===== config.mk =====
export PLATFORM = sky130hd
export DESIGN_NAME = wash_phase_timer
export DESIGN_NICKNAME = d
export VERILOG_FILES = /design/src/rtl/wash_phase_timer.sv
export SDC_FILE = /design/constraint.sdc
export NUM_CORES = 1
export LEC_CHECK = 0
export CORE_MARGIN = 4
export CORE_UTILIZATION = 38
export CTS_BUF_LIST = sky130_fd_sc_hd__clkbuf_8
export CTS_CLUSTER_DIAMETER = 50
export CTS_CLUSTER_SIZE = 12
export DETAILED_ROUTE_END_ITERATION = 12
export PLACE_DENSITY = 0.72
export REMOVE_ABC_BUFFERS = 1
export SLEW_MARGIN = 40
export SYNTH_ARGS = -nofsm -noshare
export SYNTH_HDL_FRONTEND = slang
export SYNTH_SLANG_ARGS = --single-unit

===== constraint.sdc =====
create_clock -name clk -period 2.8 [get_ports clk]
set_input_delay 0.42 -clock clk [delete_from_list [all_inputs] [get_ports clk]]
set_output_delay 0.42 -clock clk [all_outputs]
set_load 0.02 [all_outputs]

===== src/rtl/wash_phase_timer.sv =====
// wash_phase_timer: wash/spin phase timer with level-sensor debouncers.
//
// A four-state FSM (idle, cycle, spin, expired) times the wash phase
// (cycle_run) or the spin phase (spin_run). The timeout output rises exactly
// PRESCALE*TICKS clocks after the edge that samples the run request in idle.
// It holds while the originating run input stays high. Dropping that run
// input early aborts the phase without a timeout. Two free-running debouncers
// filter the tank level switches.
//
// Optional feature: define WASH_DOOR_PAUSE_EN to freeze the phase counters
// while door_close is low during cycle/spin. Without it door_close is unused.
//
// Ports:
//   clk             clock, rising edge
//   reset           asynchronous active-low reset
//   cycle_run       wash phase request (controller motor_on)
//   spin_run        spin phase request
//   door_close      door closed sensor
//   level_full_raw  raw tank-full switch
//   level_empty_raw raw tank-empty switch
//   cycle_timeout   registered, wash phase elapsed
//   spin_timeout    registered, spin phase elapsed
//   filled          registered, debounced level_full_raw
//   drained         registered, debounced level_empty_raw
//   busy            registered, high while in cycle or spin
module wash_phase_timer #(
  parameter int unsigned PRESCALE    = 4,
  parameter int unsigned CYCLE_TICKS = 3,
  parameter int unsigned SPIN_TICKS  = 2,
  parameter int unsigned DEBOUNCE    = 3
) (
  input  logic clk,
  input  logic reset,
  input  logic cycle_run,
  input  logic spin_run,
  input  logic door_close,
  input  logic level_full_raw,
  input  logic level_empty_raw,
  output logic cycle_timeout,
  output logic spin_timeout,
  output logic filled,
  output logic drained,
  output logic busy
);

  localparam int unsigned MaxTicks = (CYCLE_TICKS > SPIN_TICKS) ? CYCLE_TICKS : SPIN_TICKS;
  localparam int unsigned PreW     = (PRESCALE > 1) ? $clog2(PRESCALE) : 1;
  localparam int unsigned TickW    = (MaxTicks > 1) ? $clog2(MaxTicks) : 1;
  localparam int unsigned DbW      = (DEBOUNCE > 1) ? $clog2(DEBOUNCE) : 1;

  localparam logic [PreW-1:0]  PreLast   = PreW'(PRESCALE - 1);
  localparam logic [TickW-1:0] CycleLast = TickW'(CYCLE_TICKS - 1);
  localparam logic [TickW-1:0] SpinLast  = TickW'(SPIN_TICKS - 1);
  localparam logic [DbW-1:0]   DbLast    = DbW'(DEBOUNCE - 1);

  typedef enum logic [1:0] {StIdle, StCycle, StSpin, StExpired} state_e;

  state_e           state_q, state_d;
  logic             from_spin_q, from_spin_d;  // origin of the active/expired phase
  logic [PreW-1:0]  pre_q, pre_d;
  logic [TickW-1:0] tick_q, tick_d;
  logic             cto_q, cto_d;
  logic             sto_q, sto_d;
  logic             busy_q, busy_d;

  logic             run_sel;
  logic [TickW-1:0] tick_last;
  logic             advance;

`ifdef WASH_DOOR_PAUSE_EN
  assign advance = door_close;
`else
  logic unused_door_close;
  assign unused_door_close = door_close;
  assign advance           = 1'b1;
`endif

  // Only the input that started the phase matters; the other is ignored.
  assign run_sel   = from_spin_q ? spin_run : cycle_run;
  assign tick_last = from_spin_q ? SpinLast : CycleLast;

  always_comb begin
    state_d     = state_q;
    from_spin_d = from_spin_q;
    pre_d       = pre_q;
    tick_d      = tick_q;
    unique case (state_q)
      StIdle: begin
        pre_d  = '0;
        tick_d = '0;
        if (cycle_run) begin
          state_d     = StCycle;
          from_spin_d = 1'b0;
        end else if (spin_run) begin
          state_d     = StSpin;
          from_spin_d = 1'b1;
        end
      end
      StCycle, StSpin: begin
        if (!run_sel) begin
          state_d = StIdle;
          pre_d   = '0;
          tick_d  = '0;
        end else if (advance) begin
          if (pre_q == PreLast) begin
            pre_d = '0;
            if (tick_q == tick_last) begin
              // Terminal count: clear instead of running past it.
              state_d = StExpired;
              tick_d  = '0;
            end else begin
              tick_d = tick_q + TickW'(1);
            end
          end else begin
            pre_d = pre_q + PreW'(1);
          end
        end
      end
      StExpired: begin
        if (!run_sel) begin
          state_d = StIdle;
        end
      end
      default: state_d = StIdle;
    endcase

    busy_d = (state_d == StCycle) || (state_d == StSpin);
    cto_d  = (state_d == StExpired) && !from_spin_d;
    sto_d  = (state_d == StExpired) && from_spin_d;
  end

  always_ff @(posedge clk or negedge reset) begin
    if (!reset) begin
      state_q     <= StIdle;
      from_spin_q <= 1'b0;
      pre_q       <= '0;
      tick_q      <= '0;
      cto_q       <= 1'b0;
      sto_q       <= 1'b0;
      busy_q      <= 1'b0;
    end else begin
      state_q     <= state_d;
      from_spin_q <= from_spin_d;
      pre_q       <= pre_d;
      tick_q      <= tick_d;
      cto_q       <= cto_d;
      sto_q       <= sto_d;
      busy_q      <= busy_d;
    end
  end

  // Debouncers: index 0 = full switch, index 1 = empty switch.
  logic [1:0]     db_raw;
  logic [1:0]     db_q, db_d;
  logic [DbW-1:0] db_cnt_q [2];
  logic [DbW-1:0] db_cnt_d [2];

  assign db_raw = {level_empty_raw, level_full_raw};

  always_comb begin
    db_d = db_q;
    for (int i = 0; i < 2; i++) begin
      db_cnt_d[i] = '0;
      if (db_raw[i] != db_q[i]) begin
        if (db_cnt_q[i] == DbLast) begin
          db_d[i] = db_raw[i];
        end else begin
          db_cnt_d[i] = db_cnt_q[i] + DbW'(1);
        end
      end
    end
  end

  always_ff @(posedge clk or negedge reset) begin
    if (!reset) begin
      db_q        <= '0;
      db_cnt_q[0] <= '0;
      db_cnt_q[1] <= '0;
    end else begin
      db_q        <= db_d;
      db_cnt_q[0] <= db_cnt_d[0];
      db_cnt_q[1] <= db_cnt_d[1];
    end
  end

  assign cycle_timeout = cto_q;
  assign spin_timeout  = sto_q;
  assign busy          = busy_q;
  assign filled        = db_q[0];
  assign drained       = db_q[1];

endmodule


==> metrics, run 1 <==
Hold-fix buffers, CTS=0; Max Cap Viol=0; worst-margin pin slew=0.6821 ns; DR iter-0 viols=5; hold_sp=db_cnt_q[3]$_DFF_PN0_; final worst path period share=68.96%; reg2reg start=state_q[0]$_DFF_PN0_; final core utilization=48.39%; row count=16; total number of vias=543; Syn Inst Count=69; Clock Path Buffers=2; Syn Std Cell Area=768.2 um2; Worst Path Required=2.93 ns; # Post-CTS Setup Buffers=0; setup_tns=0 ns; Peak VDD IR=0.6344 mV; diodes inserted=0; TritonCTS Buffers=3; worst reg2reg path depth=7; largest net degree at the start of global routing=17; Leakage=0.3998 nW; commonest non-fill, non-tap cells in the layout=dfrtp_1, clkdlybuf4s50_1, nand2_1, inv_1; syn_area_per_cell=11.13 um2; first-pass GRT wire length=2325 um; skew final=0.001917 ns; Seq pwr share=40.5%; Rel. slew slack=54.38%; Pre-Repair DR Iteration Count=4; vias in the first global route=565; Crit. End Element=flop; Clock Tree Root=clkbuf_8; Buffers on Ports=10; Final ANT Viol Nets=0; Async S/R FF share, synth=100.0%; Clk Latency, worst-skew pair=0.24 ns; P per Cell Area=983.2 nW/um2; io pins=12; r2r setup slk=0.87 ns; f_max=0.5179 GHz; DR DRC count=0; gr usage total=11.55%; P_int=0.0006010 W; Avg Vias per Cell=5.028; clock net sink count=16; Clock transition at path regs=0.06 ns; reg-to-reg critical path endpoint=spin_timeout$_DFF_PN0_; predominant post-synthesis flop cell=dfrtp_1; wire length per cell=12.06 um; final hold violations=0; ratio of cells with drive above 1 in the final layout=9.877%; # nets final=94; Tmin final=1.931 ns; P_sw=0.0003228 W; most common cell after layout, fill and taps aside=dfrtp_1; total wire length=1303 um; clock power share=17.6%; Distinct cells, synth=28; Comb pwr share=41.8%; post-synthesis register bit count=16; Die Wd=52.97 um; Worst Path Class, Setup=reg2reg; WHS Path Cells=1; GP Congestion=0.7071; core area=1942 um2; Critical Path AT=2.06 ns; initial antenna violation count=0; CTS tree=yes; PostCTS Resize Cnt=0; sw frac=34.94%; remaining global-route overflow=0; H-tree depth=1; Seq/Total Area, Yosys=52.12%; Die H=52.97 um; synth warn=0; status=completed; Hold Path Class=reg2reg; Setup violations, final=0; RSZ-0062 raised after global routing=no; P&R area growth vs syn=22.31%; CP startpoint kind=flop; DP HPWL=1032 um; full die area=2805 um2; crit-path max FO=8; crit path from=state_q[0]$_DFF_PN0_; EDFF count, synth=0; Hold EP=db_cnt_q[3]$_DFF_PN0_; Final Max Tran Viols=0; Initial Util=39.56%
## power by group through the flow
stage	Clock, W	Sequential [W]	Combinational (W)
CTS	0.000168	0.000375	0.000395
global route	0.000183	0.000386	0.000427
detailed placement	0	0.000379	0.000392
floorplan	0	0.000400	0.000236
finish	0.000163	0.000374	0.000386
global placement	0	0.000371	0.000376
## how the worst max path moves through the flow
stage                              endpoint  cells past startpoint  slack (ns)
floorplan            spin_timeout$_DFF_PN0_                      7        1.01
global placement    cycle_timeout$_DFF_PN0_                      6        0.85
detailed placement  cycle_timeout$_DFF_PN0_                      6        0.83
CTS                 cycle_timeout$_DFF_PN0_                      7        0.86
global route        cycle_timeout$_DFF_PN0_                      7        0.77
finish               spin_timeout$_DFF_PN0_                      7        0.87
## metal layers
layer	GRT usage [%]	wire [um]	vias to the layer above
li1	-	-	270
met1	12.97	615	261
met2	19.42	634	10
met3	2.535	35	2
met4	7.660	18	0
met5	0	0	-
## critical path, stage by stage (launching register included)
cell and delay (ns):
dfrtp_1 0.37, inv_1 0.07, ha_1 0.39, or2_2 0.32, a21o_1 0.19, o311a_1 0.12, ha_1 0.22, and2_1 0.13
## state kept, by name (all words and copies together), names as in the netlist
| signal | count |
|---|---|
| busy | 1 |
| tick_q | 2 |
| spin_timeout | 1 |
| db_cnt_q | 4 |
| db_q | 2 |
| state_q | 2 |
| cycle_timeout | 1 |
| pre_q | 2 |
| from_spin_q | 1 |
## per-stage QoR
stage	worst slack, ns	hold WS [ns]	power [W]	area, um2	std cells
2_1_floorplan	1.007	0.1244	0.0006362	764.5	68
3_3_place_gp	0.8487	0.4343	0.0007468	898.4	105
3_5_place_dp	0.8316	0.4488	0.0007701	898.4	105
4_1_cts	0.8628	0.4534	0.0009382	939.7	108
5_1_grt	0.7739	0.4669	0.0009961	939.7	108
6_report	0.8691	0.4551	0.0009239	939.7	108
## layout make-up
| cell class | count | area (um2) |
|---|---|---|
| tap | 27 | 33.78 |
| fill | 194 | 1002 |
| sequential | 16 | 400.4 |
| timing repair buffer | 10 | 100.1 |
| inverter | 5 | 18.77 |
| clock buffer | 3 | 41.29 |
| multi-input combinational | 47 | 345.3 |
## cell families (layout without fill, tap and decap cells)
logic type / Yosys count / in the layout / synth area share (%)
AND/OR/NAND/NOR: 25 / 25 / 18.73
flip-flops: 16 / 16 / 52.12
AO/OA/AOI/OAI: 13 / 13 / 13.03
buffers and inverters: 6 / 18 / 2.931
adder cells (fa/ha/maj): 4 / 4 / 6.515
multiplexers: 3 / 3 / 4.397
XOR/XNOR: 2 / 2 / 2.281
## Yosys cell counts (all sizes together), types with 2 or more instances
cell / n / area, um2
mux2: 3 / 33.78
nor3: 3 / 15.01
o21ai: 2 / 10.01
nand2: 5 / 18.77
nor2b: 4 / 25.02
dfrtp: 16 / 400.4
nor3b: 3 / 22.52
inv: 5 / 18.77
o311a: 2 / 20.02
o211ai: 2 / 15.01
nand3: 2 / 10.01
and2: 2 / 12.51
xnor2: 2 / 17.52
ha: 4 / 50.05
(Power assumes the default switching activity.)
==> run 2: changes to the inputs <==
- clock period: 2.8 -> 1.9 ns (I/O delays scaled with it)
==> run 2 against run 1 <==
Non-clock buffer count is 3 higher; final cell count grew 3.7%; utilization is 2.5 points higher; sequential share of layout area fell by 2.1 points; clock power rose by 78%; global-route usage decreased by 0.30 points; sequential power grew 46%; clock skew is essentially flat; register-to-register slack worse by 0.78 ns; hold slack got worse by 0.10 ns; via count is 1.3% higher; critical endpoint unchanged; largest cell class unchanged.
==> metrics, run 2 (synthesis results as in run 1) <==
Die Wd=52.97 um (unchanged); crit path buf inv count=1 (unchanged); GR peak layer=met2; full die area=2805 um2 (unchanged); row count=16 (unchanged); Pre-Repair DR Iteration Count=3 (-1); Critical Path AT=1.95 ns (-0.11 ns); ratio of cells with drive above 1 in the final layout=15.29% (+5.4 points); Clock Tree Root=clkbuf_8; delay-heaviest family, CP=adder cells; M2 GR Usage=16.94% (-2.5 points); Clk Latency, worst-skew pair=0.24 ns (about the same); f_max=0.5526 GHz (+6.7%); worst setup margin=0.09022 ns (-0.7789 ns); first-pass GRT wire length=2242 um (-3.6%); total number of vias=550 (+1.3%); most common cell after layout, fill and taps aside=dfrtp_1; Tmin final=1.810 ns (-0.1211 ns); worst-margin pin slew=0.2217 ns (-0.4604 ns); Worst Path Class, Setup=reg2reg; grt met1 use=14.18% (+1.2 points); final worst path period share=95.25% (+26 points); Largest Register=db_cnt_q; Avg Vias per Cell=4.911 (-2.3%); Hold-fix buffers, CTS=0 (unchanged); Final ANT Viol Nets=0 (unchanged); RSZ-0062 raised after global routing=no; Rel. slew slack=85.17% (+31 points); P per Cell Area=1486 nW/um2 (+51%); Seq pwr share=37.2% (-3.3 points); DR iter-0 viols=1 (-4); commonest non-fill, non-tap cells in the layout=dfrtp_1, clkdlybuf4s50_1, nand2_1, inv_1; PostCTS Resize Cnt=0 (unchanged); Slowest-stage cell, CP=dfrtp_1; P&R area growth vs syn=28.66%; Final Max Tran Viols=0 (unchanged); filler cell count=183 (-5.7%); wire length per cell=10.96 um (-9.2%); Worst Path Required=2.04 ns (-0.89 ns); skew final=0.001523 ns (-0.0003942 ns); Initial Util=39.56% (unchanged); CP max stage delay=0.39 ns (about the same); Setup violations, final=0 (unchanged); clock net sink count=16 (unchanged); vias in the first global route=547 (-3.2%); Clock Path Buffers=2 (unchanged); core area=1942 um2 (unchanged); sw frac=33.31% (-1.6 points); GR Util met3=2.535% (unchanged); initial antenna violation count=0 (unchanged); crit-path cells=inv_1 -> ha_4 -> or2_2 -> a21o_1 -> o311a_1 -> ha_1 -> and2_1; Crit. End Element=flop; clock power share=19.8% (+2.2 points); TritonCTS Buffers=3 (unchanged); remaining global-route overflow=0 (unchanged); max reg flops=4 (unchanged); DP HPWL=969.4 um (-6.0%); CP startpoint kind=flop; Leakage=0.4224 nW (+5.7%); Hold Path Class=in2async; io pins=12 (unchanged); DR DRC count=0 (unchanged); Die H=52.97 um (unchanged); gr usage total=11.25% (-0.30 points); crit-path max FO=3 (-5); dpl ws=0.05429 ns (-0.7773 ns); largest net degree at the start of global routing=17 (unchanged); setup_tns=0 ns (unchanged); GP Congestion=0.7509 (+6.2%); P_sw=0.0004892 W (+52%); Clock transition at path regs=0.06 ns (about the same); CTS tree=yes; Max Cap Viol=0 (unchanged); P_int=0.0009795 W (+63%); Peak VDD IR=0.9764 mV (+54%); diodes inserted=0 (unchanged); H-tree depth=1 (unchanged); Comb pwr share=43.0% (+1.2 points); final hold violations=0 (unchanged); status=completed; # nets final=97 (+3.2%); # Post-CTS Setup Buffers=0 (unchanged); Buffers on Ports=10 (unchanged); total wire length=1227 um (-5.8%)
## run 2: cell types whose count changed in the layout (fill, tap and decap cells not counted)
| cell | delta |
|---|---|
| buf_4 | +3 |
| ha_4 | +1 |
| ha_1 | -1 |
| clkbuf_8 | +1 |
## run 2: worst register-to-register path: cells and delay by family (launching register included)
kind	cells	cell delay (ns)
compound gates	2	0.32
fa+ha+maj	2	0.44
buf+inv	1	0.13
flops	1	0.39
simple gates	2	0.42
## run 2: layer usage
| layer | wire length [um] | up-vias | share of wire (%) |
|---|---|---|---|
| li1 | - | 280 | - |
| met1 | 606 | 255 | 49 |
| met2 | 541 | 11 | 44 |
| met3 | 47 | 4 | 3.8 |
| met4 | 31 | 0 | 2.5 |
| met5 | 0 | - | 0 |
## run 2: final cells by class
cell class                 count  area [um2]  area share, %
sequential                    16       400.4          40.51
timing repair buffer          13       122.6          12.41
tap                           27       33.78          3.418
clock buffer                   4       55.05          5.570
multi-input combinational     47       357.8          36.20
inverter                       5       18.77          1.899
## run 2: path summary, 6_finish.rpt
kind                                  startpoint                endpoint  slack, ns  depth (start not counted)
max in group asynchronous                  reset   db_cnt_q[0]$_DFF_PN0_       1.38                          2
max reg2reg                 state_q[0]$_DFF_PN0_  spin_timeout$_DFF_PN0_       0.09                          7
min in group clk           db_cnt_q[0]$_DFF_PN0_   db_cnt_q[0]$_DFF_PN0_       0.45                          1
min reg2reg                db_cnt_q[0]$_DFF_PN0_   db_cnt_q[0]$_DFF_PN0_       0.45                          1
max                         state_q[0]$_DFF_PN0_  spin_timeout$_DFF_PN0_       0.09                          7
min                                        reset    pre_q[0]$_DFFE_PN0P_       0.35                          2
## run 2: per-stage QoR
stage                      power, W  utilization (%)  instances  instance area (um2)  hold WS (ns)
final                      0.001469            50.90        112                988.4        0.3507
after global routing       0.001597            50.90        112                988.4        0.3642
after CTS                  0.001457            50.26        112                975.9        0.3543
after detailed placement   0.001161            47.42        108                920.9        0.4392
after global placement     0.001133            47.42        108                920.9        0.4345
after floorplan           0.0009375                -         68                764.5      -0.01059
## run 2: power groups by stage
stage / Combinational, W / Sequential, W / Clock (W)
floorplan: 0.000348 / 0.000589 / 0
global placement: 0.000584 / 0.000548 / 0
detailed placement: 0.000608 / 0.000553 / 0
CTS: 0.000610 / 0.000549 / 0.000298
global route: 0.000713 / 0.000566 / 0.000319
finish: 0.000632 / 0.000547 / 0.000290
==> run 3: changes to the inputs <==
- CTS_CLUSTER_DIAMETER: 50 -> unset
- clock period: 1.9 -> 2.1 ns (I/O delays scaled with it)
==> run 3 against run 2 <==
Cell area is 3.5% lower; combinational power is 19% lower; non-clock buffer count is 3 lower; final cell count is 2.7% lower; total power is 14% lower; global-route usage is 0.73 points lower; sequential share of layout area is 1.5 points higher; critical path type unchanged; critical endpoint unchanged; largest cell class unchanged.
==> metrics, run 3 (synthesis results as in run 1) <==
Hold Path Class=reg2reg; commonest non-fill, non-tap cells in the layout=dfrtp_1, clkdlybuf4s50_1, nand2_1, inv_1; Pre-Repair DR Iteration Count=4 (+1); P&R area growth vs syn=24.10%; Die H=52.97 um (unchanged); final hold violations=0 (unchanged); P per Cell Area=1331 nW/um2 (-10%); gr usage total=10.52% (-0.73 points); DR DRC count=0 (unchanged); Setup violations, final=0 (unchanged); Final ANT Viol Nets=0 (unchanged); final worst path period share=91.62% (-3.6 points); clock net sink count=16 (unchanged); status=completed; CTS tree=yes; Clock Path Buffers=2 (unchanged); row count=16 (unchanged); Tmin final=1.924 ns (+0.1143 ns); Final Max Tran Viols=0 (unchanged); Clk Latency, worst-skew pair=0.24 ns (about the same); Critical Path AT=2.06 ns (+0.11 ns); Hold-fix buffers, CTS=0 (unchanged); RSZ-0062 raised after global routing=no; crit-path max FO=8 (+5); Worst Path Class, Setup=reg2reg; DR iter-0 viols=4 (+3); most common cell after layout, fill and taps aside=dfrtp_1; Clock Tree Root=clkbuf_8; DP HPWL=947.5 um (-2.3%); max reg flops=4 (unchanged); skew final=0.0009318 ns (-0.0005915 ns); H-tree depth=1 (unchanged); Peak VDD IR=0.8336 mV (-15%); CP startpoint kind=flop; final core utilization=49.10% (-1.8 points); Die Wd=52.97 um (unchanged); TritonCTS Buffers=3 (unchanged); setup_tns=0 ns (unchanged); first-pass GRT wire length=2139 um (-4.6%); io pins=12 (unchanged); # Post-CTS Setup Buffers=0 (unchanged); Crit. End Element=flop; Clock transition at path regs=0.06 ns (about the same); Initial Util=39.56% (unchanged); PostCTS Resize Cnt=0 (unchanged); Max Cap Viol=0 (unchanged); total number of vias=548 (-0.36%); vias in the first global route=528 (-3.5%); wire length per cell=11.42 um (+4.3%); Avg Vias per Cell=5.028 (+2.4%); remaining global-route overflow=0 (unchanged); core area=1942 um2 (unchanged); f_max=0.5197 GHz (-5.9%); Buffers on Ports=10 (unchanged); diodes inserted=0 (unchanged); full die area=2805 um2 (unchanged); filler cell count=192 (+4.9%); # nets final=94 (-3.1%); worst-margin pin slew=0.6929 ns (+0.4712 ns); GP Congestion=0.7029 (-6.4%); Rel. slew slack=53.66% (-32 points); total wire length=1245 um (+1.5%); Worst Path Required=2.24 ns (+0.20 ns); Leakage=0.4069 nW (-3.6%); initial antenna violation count=0 (unchanged); ratio of cells with drive above 1 in the final layout=10.98% (-4.3 points); largest net degree at the start of global routing=17 (unchanged); Largest Register=db_cnt_q
## run 3: changes by cell type in the layout (fill, tap and decap cells not counted)
cell	previous run	this run
ha_4	1	0
ha_1	3	4
buf_4	3	0
## run 3: report_power, final
group / leakage (nW) / internal (W) / switching, W
combinational: 0.170 / 0.000257 / 0.000252
sequential: 0.208 / 0.000417 / 0.0000804
clock: 0.0288 / 0.000166 / 0.0000972
total: 0.407 / 0.000840 / 0.000429
## run 3: layer usage
layer | wire, um | global-route usage, % | up-vias
met2 | 564 | 16.32 | 10
met3 | 48 | 2.817 | 4
met5 | 0 | 0 | -
met4 | 17 | 6.383 | 0
met1 | 615 | 12.90 | 264
li1 | - | - | 270
## run 3: stage by stage
step | cells | power (W) | hold WS [ns] | instance area, um2 | worst slack, ns
2_1_floorplan | 68 | 0.0008482 | 0.01941 | 764.5 | 0.3066
3_3_place_gp | 105 | 0.0009962 | 0.4346 | 898.4 | 0.2121
3_5_place_dp | 105 | 0.001018 | 0.4456 | 898.4 | 0.2002
4_1_cts | 109 | 0.001288 | 0.4538 | 953.4 | 0.1851
5_1_grt | 109 | 0.001366 | 0.4688 | 953.4 | 0.08954
6_report | 109 | 0.001269 | 0.4497 | 953.4 | 0.1760
## run 3: path summary, 6_finish.rpt
path                                       start                      to  slack [ns]  depth (start not counted)
min reg2reg                db_cnt_q[0]$_DFF_PN0_   db_cnt_q[0]$_DFF_PN0_        0.45                          1
min                        db_cnt_q[0]$_DFF_PN0_   db_cnt_q[0]$_DFF_PN0_        0.45                          1
max in group asynchronous                  reset   db_cnt_q[1]$_DFF_PN0_        1.17                          1
min in group asynchronous                  reset   db_cnt_q[0]$_DFF_PN0_        0.49                          1
max reg2reg                 state_q[0]$_DFF_PN0_  spin_timeout$_DFF_PN0_        0.18                          7
max                         state_q[0]$_DFF_PN0_  spin_timeout$_DFF_PN0_        0.18                          7
## run 3: worst max-delay path: stages (launching register included)
cell	delay (ns)
dfrtp_1	0.37
inv_1	0.07
ha_1	0.40
or2_2	0.33
a21o_1	0.19
o311a_1	0.12
ha_1	0.21
and2_1	0.13
## run 3: cell type report
class                           instances  area, um2  area share [%]
Clock buffer                            4      55.05           5.774
Inverter                                5      18.77           1.969
Multi-Input combinational cell         47      345.3           36.22
Sequential cell                        16      400.4           41.99
Tap cell                               27      33.78           3.543
Timing Repair Buffer                   10      100.1           10.50
